$ cat config.mk
export PLATFORM = sky130hd
export DESIGN_NAME = vpu_wb_merge_buffer
export DESIGN_NICKNAME = d
export VERILOG_FILES = /design/src/rtl/vpu_wb_merge_buffer.sv
export SDC_FILE = /design/constraint.sdc
export NUM_CORES = 1
export LEC_CHECK = 0
export ABC_AREA = 1
export CAP_MARGIN = 20
export CORE_MARGIN = 2
export CORE_UTILIZATION = 55
export DETAILED_ROUTE_END_ITERATION = 10
export PLACE_DENSITY = 0.8
export SKIP_CTS_REPAIR_TIMING = 1
export SYNTH_ARGS = -nofsm -noshare
export SYNTH_HDL_FRONTEND = slang
export SYNTH_SLANG_ARGS = --single-unit
$ cat constraint.sdc
create_clock -name clk_i -period 6.23 [get_ports clk_i]
set_input_delay 1.246 -clock clk_i [delete_from_list [all_inputs] [get_ports clk_i]]
set_output_delay 1.246 -clock clk_i [all_outputs]
set_load 0.005 [all_outputs]
$ cat src/rtl/vpu_wb_merge_buffer.sv
// vpu_wb_merge_buffer: byte-enabled VPU writeback FIFO draining to the VRF write port
//  Optional macro VPU_WB_COALESCE_EN: a push to the tail entry's vreg merges into it.
//  Ports:
//   clk_i, rst_i (async, active-high)
//   result_valid_i/addr_i/bweb_i/data_i : writeback stream in; bweb==0 is not a push
//   stall_o     : almost full (count >= DEPTH-1)
//   vrf_we_o/waddr_o/bweb_o/wdata_o, vrf_ready_i : head entry out, ready/valid
//   pending_o   : bitmap of vregs with a buffered write
//   empty_o     : no buffered entries
//   overflow_o  : sticky, a push was dropped while full
module vpu_wb_merge_buffer #(
  parameter int VLEN  = 64,
  parameter int DEPTH = 4
) (
  input  logic              clk_i,
  input  logic              rst_i,
  input  logic              result_valid_i,
  input  logic [4:0]        result_addr_i,
  input  logic [VLEN/8-1:0] result_bweb_i,
  input  logic [VLEN-1:0]   result_data_i,
  output logic              stall_o,
  output logic              vrf_we_o,
  input  logic              vrf_ready_i,
  output logic [4:0]        vrf_waddr_o,
  output logic [VLEN/8-1:0] vrf_bweb_o,
  output logic [VLEN-1:0]   vrf_wdata_o,
  output logic [31:0]       pending_o,
  output logic              empty_o,
  output logic              overflow_o
);
  localparam int BW = VLEN / 8;
  localparam int AW = $clog2(DEPTH);
  localparam int CW = AW + 1;
  logic [4:0]      r_addr [DEPTH];
  logic [BW-1:0]   r_bweb [DEPTH];
  logic [VLEN-1:0] r_data [DEPTH];
  logic [AW-1:0]   r_rd_ptr, r_wr_ptr;
  logic [CW-1:0]   r_count;
  logic            r_ovf;
  logic [AW-1:0]   w_tail, w_off;
  logic [VLEN-1:0] w_mask;
  logic [31:0]     w_pend;
  logic            w_push_req, w_pop, w_full, w_merge, w_alloc, w_drop;
  assign w_push_req = result_valid_i && |result_bweb_i;
  assign w_pop      = vrf_we_o && vrf_ready_i;
  assign w_full     = r_count == CW'(DEPTH);
  assign w_tail     = r_wr_ptr - AW'(1);
`ifdef VPU_WB_COALESCE_EN
  // A lone entry that is leaving this cycle cannot absorb the push.
  assign w_merge = w_push_req && (r_count != '0) && (r_addr[w_tail] == result_addr_i) &&
                   !((r_count == CW'(1)) && w_pop);
`else
  assign w_merge = 1'b0;
`endif
  assign w_alloc = w_push_req && !w_merge && (!w_full || w_pop);
  assign w_drop  = w_push_req && !w_merge && w_full && !w_pop;
  always_comb begin
    w_mask = '0;
    w_pend = '0;
    w_off  = '0;
    for (int b = 0; b < BW; b++) w_mask[8*b +: 8] = {8{result_bweb_i[b]}};
    for (int i = 0; i < DEPTH; i++) begin
      w_off = AW'(i) - r_rd_ptr;
      if ({1'b0, w_off} < r_count) w_pend = w_pend | (32'd1 << r_addr[i]);
    end
  end
  always_ff @(posedge clk_i or posedge rst_i) begin
    if (rst_i) begin
      r_rd_ptr <= '0;
      r_wr_ptr <= '0;
      r_count  <= '0;
      r_ovf    <= 1'b0;
    end else begin
      if (w_pop) r_rd_ptr <= r_rd_ptr + AW'(1);
      if (w_alloc) r_wr_ptr <= r_wr_ptr + AW'(1);
      r_count <= r_count + CW'(w_alloc) - CW'(w_pop);
      r_ovf   <= r_ovf | w_drop;
    end
  end
  // Data is stored pre-masked so disabled bytes always read back as zero.
  always_ff @(posedge clk_i) begin
    if (w_alloc) begin
      r_addr[r_wr_ptr] <= result_addr_i;
      r_bweb[r_wr_ptr] <= result_bweb_i;
      r_data[r_wr_ptr] <= result_data_i & w_mask;
    end else if (w_merge) begin
      r_bweb[w_tail] <= r_bweb[w_tail] | result_bweb_i;
      r_data[w_tail] <= (r_data[w_tail] & ~w_mask) | (result_data_i & w_mask);
    end
  end
  assign vrf_we_o    = r_count != '0;
  assign vrf_waddr_o = vrf_we_o ? r_addr[r_rd_ptr] : '0;
  assign vrf_bweb_o  = vrf_we_o ? r_bweb[r_rd_ptr] : '0;
  assign vrf_wdata_o = vrf_we_o ? r_data[r_rd_ptr] : '0;
  assign pending_o   = w_pend;
  assign empty_o     = !vrf_we_o;
  assign stall_o     = r_count >= CW'(DEPTH - 1);
  assign overflow_o  = r_ovf;
endmodule

Word level (Yosys, flattened, before mapping)
Memory sizes are Yosys's and may differ from the RTL's.
Cells that the tools add are included.
{"block": "totals", "mem_count": 3, "input_bits": 81, "word_cells": 50, "output_inout_bits": 113, "register_bits": 8, "ramBits": 308}
{"name": "r_data", "words": 4, "word_bits": 64, "rd": 1, "rd_clocked_by_memory_dff": 0, "write_ports": 1, "line_no": "36", "text": "logic [VLEN-1:0] r_data [DEPTH];"}
{"name": "r_bweb", "words": 4, "word_bits": 8, "rd": 1, "rd_clocked_by_memory_dff": 0, "write_ports": 1, "line_no": "35", "text": "logic [BW-1:0] r_bweb [DEPTH];"}
{"name": "r_addr", "words": 4, "word_bits": 5, "rd": 5, "rd_clocked_by_memory_dff": 0, "write_ports": 1, "line_no": "34", "text": "logic [4:0] r_addr [DEPTH];"}
{"block": "op_classes", "bitwise_logic": 5, "muxes": 9, "shift": 4, "addsub": 8, "n_eq_ne": 1, "reduce_logical": 11, "n_lt_le_gt_ge": 5}
{"op": "32-bit 2-to-1 mux", "count": 4}
{"op": "1-bit by 5-bit left shift with 32-bit output (first input constant)", "count": 4}
{"op": "32-bit bitwise OR", "count": 3}
{"op": "64-bit bitwise AND", "count": 1}
{"op": "64-bit 2-to-1 mux", "count": 1}
{"op": "2-bit by 3-bit less-than comparator with 1-bit output", "count": 4}
{"op": "8-bit 2-to-1 mux", "count": 1}
{"op": "8-bit OR reduction", "count": 1}
{"op": "1-bit logical AND", "count": 5}
{"op": "5-bit 2-to-1 mux", "count": 1}
{"op": "2-bit by 1-bit adder with 2-bit output (second input constant)", "count": 2}
{"op": "1-bit by 2-bit subtractor with 2-bit output (first input constant)", "count": 2}
{"op": "2-bit subtractor (first input constant)", "count": 2}
{"op": "3-bit by 1-bit adder with 3-bit output", "count": 1}
{"op": "3-bit equality test (second input constant)", "count": 1}
{"op": "3-bit by 2-bit greater-or-equal comparator with 1-bit output (second input constant)", "count": 1}
{"op": "1-bit logical NOT", "count": 3}
{"op": "3-bit nonzero test", "count": 1}
{"op": "3-bit by 1-bit subtractor with 3-bit output", "count": 1}
{"op": "1-bit 2-to-1 mux", "count": 2}
{"op": "1-bit logical OR", "count": 1}
{"op": "1-bit bitwise OR", "count": 1}

Longest topological paths before layout
{"block": "logic_depth", "word_depth": 9, "mapped_depth": 14, "depth_no_buf": 12}

Worst setup path after synthesis
Ideal clock, no wire load.
{"block": "synth_timing", "kind": "in2reg", "start": "in result_bweb_i[6]", "end": "mem r_addr[0][0] (enable)", "t_arrival_ns": 5.040, "stages": 5, "slack_ns": 0.677, "setup_ns": 0.513, "t_required_ns": 5.717, "path_buffers": 1, "path_cell_list": "buf_2 nor2_1 nand4_1 nand3_1 nor2_1"}
{"block": "synth_between", "elab_chain_len": 5}
{"element": "start: declaration", "line_no": "19", "text": "input logic [VLEN/8-1:0] result_bweb_i,"}
{"element": "8-bit OR reduction", "line_no": "44", "text": "assign w_push_req = result_valid_i && |result_bweb_i;"}
{"element": "1-bit logical AND", "line_no": "44"}
{"element": "1-bit logical AND", "line_no": "55", "text": "assign w_alloc = w_push_req && !w_merge && (!w_full || w_pop);"}
{"element": "1-bit 2-to-1 mux", "line_no": "82", "text": "if (w_alloc) begin"}
{"element": "1-bit 2-to-1 mux (not written as such)", "line_no": "83", "text": "r_addr[r_wr_ptr] <= result_addr_i;"}
{"element": "end: declaration", "line_no": "34"}
Every way passes these cells.

Worst setup path after layout
{"block": "layout_timing", "start": "reg r_rd_ptr[0]", "end": "out pending_o[22]"}
{"block": "layout_between", "elab_chain_len": 9, "elab_cells_between_ends": 15, "cone_classes": "add/sub (4); order compare (4); mux (4); bitwise (3)"}
{"element": "start: declaration", "line_no": "37", "text": "logic [AW-1:0] r_rd_ptr, r_wr_ptr;"}
{"element": "start signal: assignment", "line_no": "74", "text": "if (w_pop) r_rd_ptr <= r_rd_ptr + AW'(1);"}
{"element": "1-bit by 2-bit subtractor with 2-bit output", "line_no": "63", "text": "w_off = AW'(i) - r_rd_ptr;"}
{"element": "2-bit by 3-bit less-than comparator with 1-bit output", "line_no": "64", "text": "if ({1'b0, w_off} < r_count) w_pend = w_pend | (32'd1 << r_addr[i]);"}
{"element": "32-bit 2-to-1 mux", "line_no": "64"}
{"element": "32-bit bitwise OR", "line_no": "64"}
{"element": "32-bit 2-to-1 mux", "line_no": "64"}
{"element": "32-bit bitwise OR", "line_no": "64"}
{"element": "32-bit 2-to-1 mux", "line_no": "64"}
{"element": "32-bit bitwise OR", "line_no": "64"}
{"element": "32-bit 2-to-1 mux *", "line_no": "64"}
{"element": "end: declaration", "line_no": "27", "text": "output logic [31:0] pending_o,"}
Every way passes the cells marked *; elsewhere a longest branch is shown, timed or not.

==> summary.md <==
| Metric | Value |
|---|---|
| Number of global-route vias before repair | 11100 |
| Slew Limit Fails | 0 |
| Status | complete, no violations |
| Area growth, synth to finish | 20.3% |
| Starting density of the core | 56.3% |
| Achievable Freq | roughly 180 MHz |
| Clock sink count | approximately 320 |
| CP Capture Type | primary output |
| DR vias/cell | a little over 6 |
| Gr ovfl total | 0 |
| Post-synth ARST share | 2.53% |
| Chip width | about 170 um |
| Final Hold Viols | 0 |
| Worst slack at placement | about 1.2 ns |
| Die Span Y | 168 um |
| Setup ws final | approximately 0.60 ns |
| Largest net degree at the start of global routing | a little under 90 |
| Overall Global Routing Usage | between 20% and 30% |
| Yosys reg bits | roughly 320 |
| Port buffer count | 193 |
| Initial antenna violation count | 1 |
| Crit path max-delay cell type | dfrtp_2 |
| CP Max Fanout | 61 |
| Critical path data required time | ~5.0 ns |
| Routed vias | between 10000 and 15000 |
| Peak VDD IR | ~0.00029 V |
| Critical path, cell by cell | inv_4 > nand2_1 > nand2_1 > ha_1 > inv_1 > nor2_1 > nand2_1 > nand2_1 > nor2_1 > nor2_1 > nand2_1 > clkdlybuf4s50_1 |
| Post-Place Cell Area | 16800 um2 |
| Post-route setup TNS | 0 ns |
| Critical path's largest stage delay | about 0.83 ns |
| Share of cells above drive strength 1 | between 5 and 6% |
| Max-cap violations | 0 |
| CP Launch Type | register |
| Static Leak | approximately 6.5 nW |
| Setup Skew | about 0.0084 ns |
| Root buf cell | clkbuf_16 |
| Period utilization | roughly 90% |
| Remaining DRCs | 0 |
| Total CTS buffers | 29 |
| YS warnings | 0 |
| Crit Path Class | register to primary output |
| Count leader, synth | edfxtp_1 |
| Power Total | about 0.0082 W |
| Fin area | about 18000 um2 |
| WL/cell | 20.9 um |
| CTS tree | done |
| Core area | 26200 um2 |
| Die footprint | between 20000 and 30000 um2 |
| Slew @ Worst Pin | 1.03 ns |
| Post-placement cell count | about 1900 |
| Syn Area/Cell | ~10 um2 |
| Final WL | roughly 40000 um |
| Final setup vio count | 0 |
| Sequential area share after synthesis | 64.0% |
| Post-Syn Nets | approximately 1500 |
| Post-synth top cells | edfxtp_1 (308), nand3_1 (260), nor2_1 (230) |
| DR pass1 iterations | 5 |
| Routed Antenna Nets | 0 |
| Number of enable flip-flop cells after synthesis | 308 |
| Hold crit path type | register to register |
| Post-Syn Area | ~15000 um2 |
| Post-synth top area cell | edfxtp_1 |
| Unique cell type count in the Yosys netlist | 26 |
| Arr. time, crit path | 4.38 ns |
| Post-DP HPWL | about 24000 um |
| Finished Layout Cells | roughly 1900 |
| Most frequent CP cell | nand2_1 |
| Slew headroom | between 30 and 40% |
| Total number of placement rows | 59 |
| Fillers | around 1900 |
| Post-synth top area share | between 60% and 70% |
| First-pass GRT wire length | about 60000 um |
| GP Congestion | 1.07 |
| Nets | between 1500 and 2000 |
| Clk pin slew, worst setup/hold paths | roughly 0.060 ns |
| CTS Buffer Depth | 3 |
| Min cycle time layout | around 5.6 ns |
| Top FF cell, synth | edfxtp_1 |
| PD cells | about 460 nW/um2 |
| Clk Latency, worst-skew pair | around 0.55 ns |
| Num ports | 194 |
| H-tree Lvls | 1 |
| RSZ-0062 raised after global routing | no |
| Synth top area cells | edfxtp_1 (63%), nand3_1 (8.8%), nor2_1 (5.8%) |
| 1st-iter DRT viols | approximately 1300 |
| Synth Instances | between 1000 and 1500 |
-- kinds of logic after synthesis --
family | synth area share, %
buffers and inverters | 6.22
AOI/OAI and AO/OA | 4.81
adders and majority gates | 1.07
and+or+nand+nor | 23.8
xor gates and xnor gates | 0.119
DFF | 64.0
-- power breakdown --
group	switching, W	internal [W]	total, W
combinational	0.00206	0.00134	0.00340
clock	0.000742	0.00105	0.00180
sequential	0.000195	0.00277	0.00296
-- final timing paths --
kind,startpoint,endpoint,slack [ns],cells after the start
max,r_rd_ptr[0]$_DFFE_PP0N_,pending_o[22],0.60,12
min,r_wr_ptr[0]$_DFFE_PP0P_,r_wr_ptr[0]$_DFFE_PP0P_,0.57,2
max reg2reg,r_count[1]$_DFF_PP0_,r_count[2]$_DFF_PP0_,3.13,11
min reg2reg,r_wr_ptr[0]$_DFFE_PP0P_,r_wr_ptr[0]$_DFFE_PP0P_,0.57,2
max in group asynchronous,rst_i,r_rd_ptr[1]$_DFFE_PP0N_,4.87,2
min in group asynchronous,rst_i,r_wr_ptr[0]$_DFFE_PP0P_,1.07,2
-- layer usage --
metal,global-route usage [%],up-vias,part of all wire (%)
met1,38.6,5429,39
met5,0,-,0
met4,10.9,0,3.5
met3,3.93,111,9.1
met2,45.7,691,48
li1,-,5326,-
-- sequential cells by signal, summed over array words and instances, names as in the netlist --
name	cells
r_bweb	32
r_wr_ptr	2
r_count	3
r_addr	20
r_data	256
r_rd_ptr	2
overflow_o	1
-- layout make-up --
class	instances	area [um2]	area share [%]
clock buffer	37	786	4.42
timing repair buffer	211	2100	11.8
multi-input combinational	888	4420	24.9
clock inverter	15	183	1.03
tap	335	419	2.36
antenna	1	2.50	0.0141
inverter	105	397	2.23
sequential	316	9450	53.2
-- critical path, delay by kind of cell (launching register included) --
kind / cells / cell delay [ns]
buffers and inverters: 3 / 1.00
and+or+nand+nor: 8 / 1.66
adders and majority gates: 1 / 0.31
DFF: 1 / 0.83
-- through the flow --
stage | hold WS [ns] | utilization, %
after floorplan | 0.468 | -
after global placement | 0.516 | 64.0
after detailed placement | 0.524 | 64.0
after CTS | 0.568 | 67.7
after global routing | 0.604 | 67.8
final | 0.575 | 67.8
-- cell usage in the layout, fill, tap and decap left out, types with 2 or more instances in the layout --
master           instances
clkbuf_16               29
clkdlybuf4s50_1        193
clkinv_1                 5
nand2_2                  4
o21ai_0                  2
clkbuf_8                 3
edfxtp_1               308
dfrtp_1                  6
nand3_1                260
nor2_1                 226
nand2_1                210
clkinvlp_4               2
nand4_1                 79
o22ai_1                 10
clkinv_2                 7
inv_1                   94
inv_2                    6
buf_4                   16
a41oi_1                 72
bufinv_16                4
ha_1                    11
nor3_1                   5
clkbuf_1                 5
nor2_4                   4
Note: power is estimated with default switching activity, not from simulation.
